`src/rtl/dsp_addsub_arbiter_pkg.sv`:
```
// Shared encodings for the DSP add/subtract arbiter: FSM states, ADDSUB
// control values and a small pointer-wrap helper.
package dsp_addsub_arbiter_pkg;

  typedef enum logic [1:0] {
    IDLE = 2'd0,
    EXEC = 2'd1,
    RESP = 2'd2
  } state_t;

  localparam logic OP_ADD = 1'b0;
  localparam logic OP_SUB = 1'b1;

  // Increment v modulo n.
  function automatic int unsigned wrap_inc(input int unsigned v, input int unsigned n);
    return ((v + 1) >= n) ? 0 : (v + 1);
  endfunction

endpackage

```
`src/rtl/dsp_addsub_arbiter_rr_arbiter.sv`:
```
// Rotating-priority one-hot grant: first asserted request scanning upward
// from ptr, modulo NUM_REQ. Purely combinational.
module dsp_addsub_arbiter_rr_arbiter #(
  parameter int unsigned NUM_REQ = 2,
  parameter int unsigned PTR_W   = $clog2(NUM_REQ)
) (
  input  logic [NUM_REQ-1:0] req,
  input  logic [PTR_W-1:0]   ptr,
  output logic [NUM_REQ-1:0] grant_c,
  output logic [PTR_W-1:0]   grant_idx_c,
  output logic               grant_any_c
);

  logic [PTR_W-1:0] cand;

  always_comb begin
    grant_c     = '0;
    grant_idx_c = '0;
    grant_any_c = 1'b0;
    cand        = '0;
    for (int unsigned k = 0; k < NUM_REQ; k++) begin
      cand = PTR_W'((32'(ptr) + k) % NUM_REQ);
      if (!grant_any_c && req[cand]) begin
        grant_any_c   = 1'b1;
        grant_c[cand] = 1'b1;
        grant_idx_c   = cand;
      end
    end
  end

endmodule

```
`src/rtl/dsp_addsub_arbiter.sv`:
```
// Shares one combinational add/subtract DSP path between NUM_REQ requesters
// with round-robin arbitration and valid/ready on both sides.
module dsp_addsub_arbiter
  import dsp_addsub_arbiter_pkg::*;
#(
  parameter int unsigned NUM_REQ       = 2,
  parameter int unsigned SETTLE_CYCLES = 1,
  parameter int unsigned WIDTH         = 32
) (
  input  logic                     clk,
  input  logic                     rst_n,
  input  logic [NUM_REQ-1:0]       req_valid,
  output logic [NUM_REQ-1:0]       req_ready,
  input  logic [WIDTH*NUM_REQ-1:0] req_a,
  input  logic [WIDTH*NUM_REQ-1:0] req_b,
  input  logic [NUM_REQ-1:0]       req_sub,
  output logic [NUM_REQ-1:0]       rsp_valid,
  input  logic [NUM_REQ-1:0]       rsp_ready,
  output logic [WIDTH-1:0]         rsp_data,
  output logic [WIDTH-1:0]         dsp_a,
  output logic [WIDTH-1:0]         dsp_b,
  output logic                     dsp_sub,
  input  logic [WIDTH-1:0]         dsp_result,
  output logic                     busy
);

  localparam int unsigned PTR_W      = $clog2(NUM_REQ);
  localparam int unsigned SETTLE_EFF = (SETTLE_CYCLES == 0) ? 1 : SETTLE_CYCLES;
  localparam int unsigned CNT_W      = (SETTLE_EFF > 1) ? $clog2(SETTLE_EFF) : 1;
  localparam logic [CNT_W-1:0] CNT_INIT = CNT_W'(SETTLE_EFF - 1);

  state_t               state_q, state_d;
  logic [PTR_W-1:0]     ptr_q, ptr_d;
  logic [PTR_W-1:0]     owner_q, owner_d;
  logic [CNT_W-1:0]     cnt_q, cnt_d;
  logic [WIDTH-1:0]     op_a_q, op_a_d;
  logic [WIDTH-1:0]     op_b_q, op_b_d;
  logic                 op_sub_q, op_sub_d;
  logic [WIDTH-1:0]     rsp_data_q, rsp_data_d;
  logic [NUM_REQ-1:0]   rsp_valid_q, rsp_valid_d;
  logic                 busy_q, busy_d;

  logic [NUM_REQ-1:0]   grant;
  logic [PTR_W-1:0]     grant_idx;
  logic                 grant_any;
  logic [WIDTH-1:0]     sel_a, sel_b;
  logic                 sel_sub;

  dsp_addsub_arbiter_rr_arbiter #(
    .NUM_REQ (NUM_REQ),
    .PTR_W   (PTR_W)
  ) u_rr_arbiter (
    .req         (req_valid),
    .ptr         (ptr_q),
    .grant_c     (grant),
    .grant_idx_c (grant_idx),
    .grant_any_c (grant_any)
  );

  // Grant is only offered while idle and out of reset.
  assign req_ready = (state_q == IDLE && rst_n) ? grant : '0;

  // Operand mux for the granted requester.
  always_comb begin
    sel_a   = '0;
    sel_b   = '0;
    sel_sub = OP_ADD;
    for (int unsigned i = 0; i < NUM_REQ; i++) begin
      if (grant[i]) begin
        sel_a   = req_a[i*WIDTH +: WIDTH];
        sel_b   = req_b[i*WIDTH +: WIDTH];
        sel_sub = req_sub[i];
      end
    end
  end

  always_comb begin
    state_d     = state_q;
    ptr_d       = ptr_q;
    owner_d     = owner_q;
    cnt_d       = cnt_q;
    op_a_d      = op_a_q;
    op_b_d      = op_b_q;
    op_sub_d    = op_sub_q;
    rsp_data_d  = rsp_data_q;
    rsp_valid_d = rsp_valid_q;
    case (state_q)
      IDLE: begin
        if (grant_any) begin
          op_a_d   = sel_a;
          op_b_d   = sel_b;
          op_sub_d = sel_sub;
          owner_d  = grant_idx;
          ptr_d    = PTR_W'(wrap_inc(32'(grant_idx), NUM_REQ));
          cnt_d    = CNT_INIT;
          state_d  = EXEC;
        end
      end
      EXEC: begin
        if (cnt_q == '0) begin
          rsp_data_d  = dsp_result;
          rsp_valid_d = NUM_REQ'(1) << owner_q;
          state_d     = RESP;
        end else begin
          cnt_d = cnt_q - CNT_W'(1);
        end
      end
      RESP: begin
        if (rsp_ready[owner_q]) begin
          rsp_valid_d = '0;
          state_d     = IDLE;
        end
      end
      default: state_d = IDLE;
    endcase
    busy_d = (state_d != IDLE);
  end

  always_ff @(posedge clk or negedge rst_n) begin
    if (!rst_n) begin
      state_q     <= IDLE;
      ptr_q       <= '0;
      owner_q     <= '0;
      cnt_q       <= '0;
      op_a_q      <= '0;
      op_b_q      <= '0;
      op_sub_q    <= OP_ADD;
      rsp_data_q  <= '0;
      rsp_valid_q <= '0;
      busy_q      <= 1'b0;
    end else begin
      state_q     <= state_d;
      ptr_q       <= ptr_d;
      owner_q     <= owner_d;
      cnt_q       <= cnt_d;
      op_a_q      <= op_a_d;
      op_b_q      <= op_b_d;
      op_sub_q    <= op_sub_d;
      rsp_data_q  <= rsp_data_d;
      rsp_valid_q <= rsp_valid_d;
      busy_q      <= busy_d;
    end
  end

  assign dsp_a     = op_a_q;
  assign dsp_b     = op_b_q;
  assign dsp_sub   = op_sub_q;
  assign rsp_data  = rsp_data_q;
  assign rsp_valid = rsp_valid_q;
  assign busy      = busy_q;

endmodule

```
`config.mk`:
```
export PLATFORM = sky130hd
export DESIGN_NAME = dsp_addsub_arbiter
export DESIGN_NICKNAME = d
export VERILOG_FILES = /design/src/rtl/dsp_addsub_arbiter_pkg.sv /design/src/rtl/dsp_addsub_arbiter_rr_arbiter.sv /design/src/rtl/dsp_addsub_arbiter.sv
export SDC_FILE = /design/constraint.sdc
export NUM_CORES = 1
export LEC_CHECK = 0
export ABC_CLOCK_PERIOD_IN_PS = 3100
export CORE_AREA = 2 2 108 110
export CTS_CLUSTER_SIZE = 14
export DETAILED_ROUTE_END_ITERATION = 6
export DIE_AREA = 0 0 110 112
export GPL_TIMING_DRIVEN = 0
export PLACE_DENSITY = 0.88
export REMOVE_ABC_BUFFERS = 1
export SETUP_SLACK_MARGIN = 0.4
export SYNTH_ARGS = -nofsm -noshare
export SYNTH_HDL_FRONTEND = slang
export SYNTH_HIERARCHICAL = 1
export SYNTH_SLANG_ARGS = --single-unit
```
`constraint.sdc`:
```
create_clock -name clk -period 3.1 [get_ports clk]
set_input_delay 0.62 -clock clk [delete_from_list [all_inputs] [get_ports clk]]
set_output_delay 0.62 -clock clk [all_outputs]
set_load 0.1 [all_outputs]
```
Yosys cells after proc, flatten, opt, wreduce, memory -nomap -nowiden
Index checks and enable logic that the tools add are counted.

operators by class
  add/sub/neg operators = 3
  multiply operators = 0
  div/mod/pow operators = 0
  order comparisons = 6
  equal/unequal tests = 5
  shifts and indexed selects = 1
  multiplexer cells = 34
  bitwise logic cells = 2
  reductions and logical operators = 13

operator list
  cell                                                                           count
  32-bit 2-to-1 mux                                                              4
  1-bit 2-to-1 mux                                                               17
  2-bit 2-to-1 mux                                                               8
  1-bit by 2-bit less-than comparator with 1-bit output (second input constant)  3
  2-bit inequality test (second input constant)                                  3
  2-bit one-hot mux with 3 select lines                                          1
  2-bit AND reduction                                                            3
  2-bit nonzero test                                                             3
  1-bit logical AND                                                              4
  2-bit one-hot mux with 2 select lines                                          1
  3-bit AND reduction                                                            1
  1-bit by 1-bit adder with 2-bit output (second input constant)                 1
  1-bit demux with 1-bit select                                                  2
  2-bit by 1-bit equality test with 1-bit output (second input constant)         1
  2-bit equality test (second input constant)                                    1
  1-bit greater-or-equal comparator (second input constant)                      2
  2-bit greater-or-equal comparator (second input constant)                      1
  2-bit zero test                                                                1
  2-bit bitwise OR                                                               1
  1-bit one-hot mux with 2 select lines                                          1
  1-bit by 1-bit << shifter with 2-bit output (first input constant)             1
  1-bit adder (second input constant)                                            1
  1-bit zero test                                                                1
  1-bit NOT                                                                      1
  1-bit subtractor (second input constant)                                       1

word-level totals
  register bits after elaboration = 105
  bits in latches = 0
  RAM bits = 0
  ROM bits = 0
  input bits = 168
  output and inout port bits = 102
  logic and storage cells = 74
  memories = 0

Longest topological paths before layout
  depth after elaboration = 9
  depth in mapped cells = 8
  mapped depth without buffers = 5

Hierarchy
Netlist, hierarchy kept.

by module, submodules not included
  module                         instances  cells each  area an instance (um2)  seq. area each (um2)
  dsp_addsub_arbiter             1          460         4475.5                  2602.5
  dsp_addsub_arbiter_rr_arbiter  1          5           32.5                    0.0

Worst setup path before layout
OpenSTA, ideal clock, no wires.

  path kind = input to output
  from = input req_valid[1]
  to = output req_ready[1]
  data arrival time = 2.338 ns
  required time = 2.480 ns
  path slack = 0.142 ns
  stages on the path = 4
  path buffers = 2
  cells stage by stage = a21boi_0 -> clkbuf_1 -> buf_2 -> and3_1

between the ends
  cells in the longest elaborated chain, start to end = 7
  elaborated cells on any way between the ends = 11
  those cells by class = mux (8); bitwise (1); reduce/logical (2)

RTL lines
  item                                                  RTL line                             RTL
  start, declared                                       dsp_addsub_arbiter.sv:12             input logic [NUM_REQ-1:0] req_valid,
  1-bit 2-to-1 mux (not written as such) (2 in series)  dsp_addsub_arbiter_rr_arbiter.sv:23  if (!grant_any_c && req[cand]) begin
  1-bit 2-to-1 mux                                      dsp_addsub_arbiter_rr_arbiter.sv:23
  1-bit zero test                                       dsp_addsub_arbiter_rr_arbiter.sv:23
  1-bit logical AND                                     dsp_addsub_arbiter_rr_arbiter.sv:23
  2-bit 2-to-1 mux *                                    dsp_addsub_arbiter_rr_arbiter.sv:23
  2-bit 2-to-1 mux *                                    dsp_addsub_arbiter.sv:61             assign req_ready = (state_q == IDLE && rst_n) ? grant : '0;
  end, declared                                         dsp_addsub_arbiter.sv:13             output logic [NUM_REQ-1:0] req_ready,

Every way passes the cells marked *; elsewhere a longest branch is shown, timed or not. The select of a mux whose other input is x is not followed.

Worst setup path in the final report
  from = input req_valid[1]
  to = output req_ready[1]

between the ends
  cells in the longest elaborated chain, start to end = 7
  elaborated cells on any way between the ends = 11
  those cells by class = mux (8); bitwise (1); reduce/logical (2)

RTL lines
  item                                                  RTL line                             RTL
  1-bit 2-to-1 mux (not written as such) (2 in series)  dsp_addsub_arbiter_rr_arbiter.sv:23
  1-bit 2-to-1 mux                                      dsp_addsub_arbiter_rr_arbiter.sv:23
  1-bit zero test                                       dsp_addsub_arbiter_rr_arbiter.sv:23
  1-bit logical AND                                     dsp_addsub_arbiter_rr_arbiter.sv:23
  2-bit 2-to-1 mux *                                    dsp_addsub_arbiter_rr_arbiter.sv:23
  named net grant[1]                                    dsp_addsub_arbiter.sv:43             logic [NUM_REQ-1:0] grant;
  2-bit 2-to-1 mux *                                    dsp_addsub_arbiter.sv:61

The timed path passes the listed nets; every way through them passes the cells marked *. The select of a mux whose other input is x is not followed.

==> flow_summary.yaml <==
outcome:
  status: "completed"
place:
  pre_cts_ws_ns: -0.855
  post-dp-hpwl_um: 10500
  dp_cells: 845
  io_buffers: 269
  gp_congestion: 0.774
worst_setup_path:
  startpoint_type: "input port"
  crit_arrival_ns: 2.04
  cp-end-kind: "primary output"
  path_common_cell: "buf_12"
  cp.buffers_inverters: 4
  cpMaxStageDelayCell: "clkdlybuf4s50_1"
  path_cells: "clkdlybuf4s50_1 -> a21boi_4 -> buf_12 -> buf_16 -> and3_4 -> buf_12"
  critical_path.max_stage_delay_ns: 0.53
  critical_path_peak_fanout: 15
  path_class: "input port to primary output"
  critPathTopFamily: "buffers and inverters"
  worstPathRequired_ns: 2.48
floorplanning:
  io_pins: 270
  start_util_pct: 40.3
  chipHeight_um: 112
  die-area_um2: 12300
  core_um2: 11200
  die_w_um: 110
  row_count: 39
timing:
  setup_viol: 0
  rsz0062_at_grt: "no"
  layout_setup_ws_ns: 0.443
  worstMarginPinSlew_ns: 1.22
  relSlewSlack_pct: 18.4
  min_period_ns: 2.66
  fmaxAchievable_mhz: 376
  fin_crit_sh_pct: 85.7
  hold_viol: 0
  skew_ns: 0.00729
  drv_slew: 0
synth:
  yosysWarningCount: 6
  synth.cell_area_um2: 4510
  syn_avg_cell_area_um2: 9.69
  synth_cell_type_count: 23
  syn_inst: 465
  ys_seq_area_share_pct: 57.7
  ys_ff_latch: 104
routing:
  viasPerCell: 5.15
  remaining_drc_errors: 0
  dr.pass1.iters: 6
  wl_um: 15000
  avgRoutedWirePerCell_um: 17.3
  drt_iter0_drc: 262
  via_count: 4461
  ant_nets: 0
clocking:
  cts-buffers-inserted: 9
  htreeDepth: 3
  cts.sinks: 104
  cts.clk_slew.worst_paths_ns: 0.07
  cts_tree: "done"
  hold_buffers: 0
  clock_path_buffers: 2
  clockRootBuffer: "clkbuf_16"
  clkLatencyLatePin_ns: 0.33
finish:
  seq_area_um2: 2600
  antennaDiodeCount: 0
  area.growth.synth_to_final_pct: 71.7
  multi_input_area_um2: 1730
  final_cells: 867
  n_fill_cell: 810
  drive_gt1_share_pct: 7.18
  nets: 887
grt:
  antenna_found_initial: 0
  grt_pass1_vias: 4615
  grt_start_max_net_pins: 69
  overflow: 0
  grt_usage_pct: 23.9
  grt_pass1_wl_um: 22900
run:
  cap_viol_max_count: 0
min_path:
  holdCritPathClass: "input port to async pin"
## metal layers
layer	track usage (%)	part of all wire [%]	up-vias
met5	0	0	-
met4	6.75	1.3	0
met3	8.08	9.2	16
met2	42.4	51	203
met1	26.9	38	2143
li1	-	-	2099
## path summary, 6_finish.rpt
kind / startpoint / endpoint / slack, ns / cells after the start
worst max-delay path: req_valid[1] / req_ready[1] / 0.44 / 6
worst min-delay path: rst_n / rsp_data[0] / 0.32 / 1
worst max register to register: ptr_q / dsp_a[9] / 0.88 / 8
worst min register to register: rsp_data[3] / rsp_data[3] / 0.47 / 2
max in group asynchronous: rst_n / dsp_a[9] / 2.09 / 2
min in group clk: rsp_data[3] / rsp_data[3] / 0.47 / 2
## timing repair
action | CTS | global route
endpoints found under the hold margin | 0 | 0
buffers inserted | 1 | 2
gates cloned | 1 | 2
resized for setup | 13 | 7
endpoints found under the setup margin | 69 | 44
## metrics by stage
step                      cell area (um^2)  utilization (%)  TNS (ns)  hold WS [ns]
after floorplan                       4310                -   -395.29         0.324
after global placement                7180             64.3  -1070.89         0.458
after detailed placement              7300             65.4    -24.32         0.462
after CTS                             7650             68.5         0         0.329
after global routing                  7740             69.3         0         0.358
final                                 7740             69.3         0         0.316
## final cells by class
class                      count  share of cell area [%]
tap                          143                    2.31
timing repair buffer         279                    37.2
sequential                   104                    33.6
clock buffer                  11                    3.26
clock inverter                 5                    1.02
multi-input combinational    322                    22.4
inverter                       3                   0.210
## state kept, by name, indices dropped and copies added, names as in the netlist
register   count
owner_q        1
dsp_sub        1
ptr_q          1
state_q        2
dsp_a         32
busy           1
rsp_valid      2
rsp_data      32
dsp_b         32
## cell usage in the layout (no fill, tap or decap), types with 2 or more instances in the layout
cell type        instances
a221oi_1                49
nand3b_1                 2
buf_16                   2
bufinv_16                2
buf_4                    5
a21oi_1                  3
nor2_1                 130
clkbuf_16               11
inv_1                    2
dfrtp_1                104
nor2b_1                  2
buf_12                   3
o21ai_0                  2
clkbuf_8                 2
a221oi_2                16
nand2_1                103
clkinv_2                 2
clkdlybuf4s50_1        266
## kinds of logic after synthesis
family                 after synthesis  synth area share [%]
buffers and inverters               40                  4.66
AOI/OAI and AO/OA                   77                  16.6
and+or+nand+nor                    244                  21.0
DFF                                104                  57.7
## cells in the mapped netlist, drive strengths merged
library cell / number / area (um^2)
a21boi: 3 / 22.5
a21o: 1 / 7.51
a21oi: 3 / 15.0
a221oi: 65 / 669
a311oi: 1 / 8.76
a31oi: 1 / 6.26
and3: 2 / 12.5
buf: 18 / 128
clkbuf: 19 / 71.3
dfrtp: 104 / 2600
inv: 3 / 11.3
nand2: 103 / 387
nand2b: 1 / 6.26
nand3b: 2 / 15.0
nor2: 130 / 488
nor2b: 4 / 25.0
o211ai: 1 / 7.51
o21ai: 2 / 10.0
or2: 1 / 6.26
or3b: 1 / 8.76
Power is not shown: default switching activity piles up to over one toggle a cycle in this logic, so the estimate is an artifact.
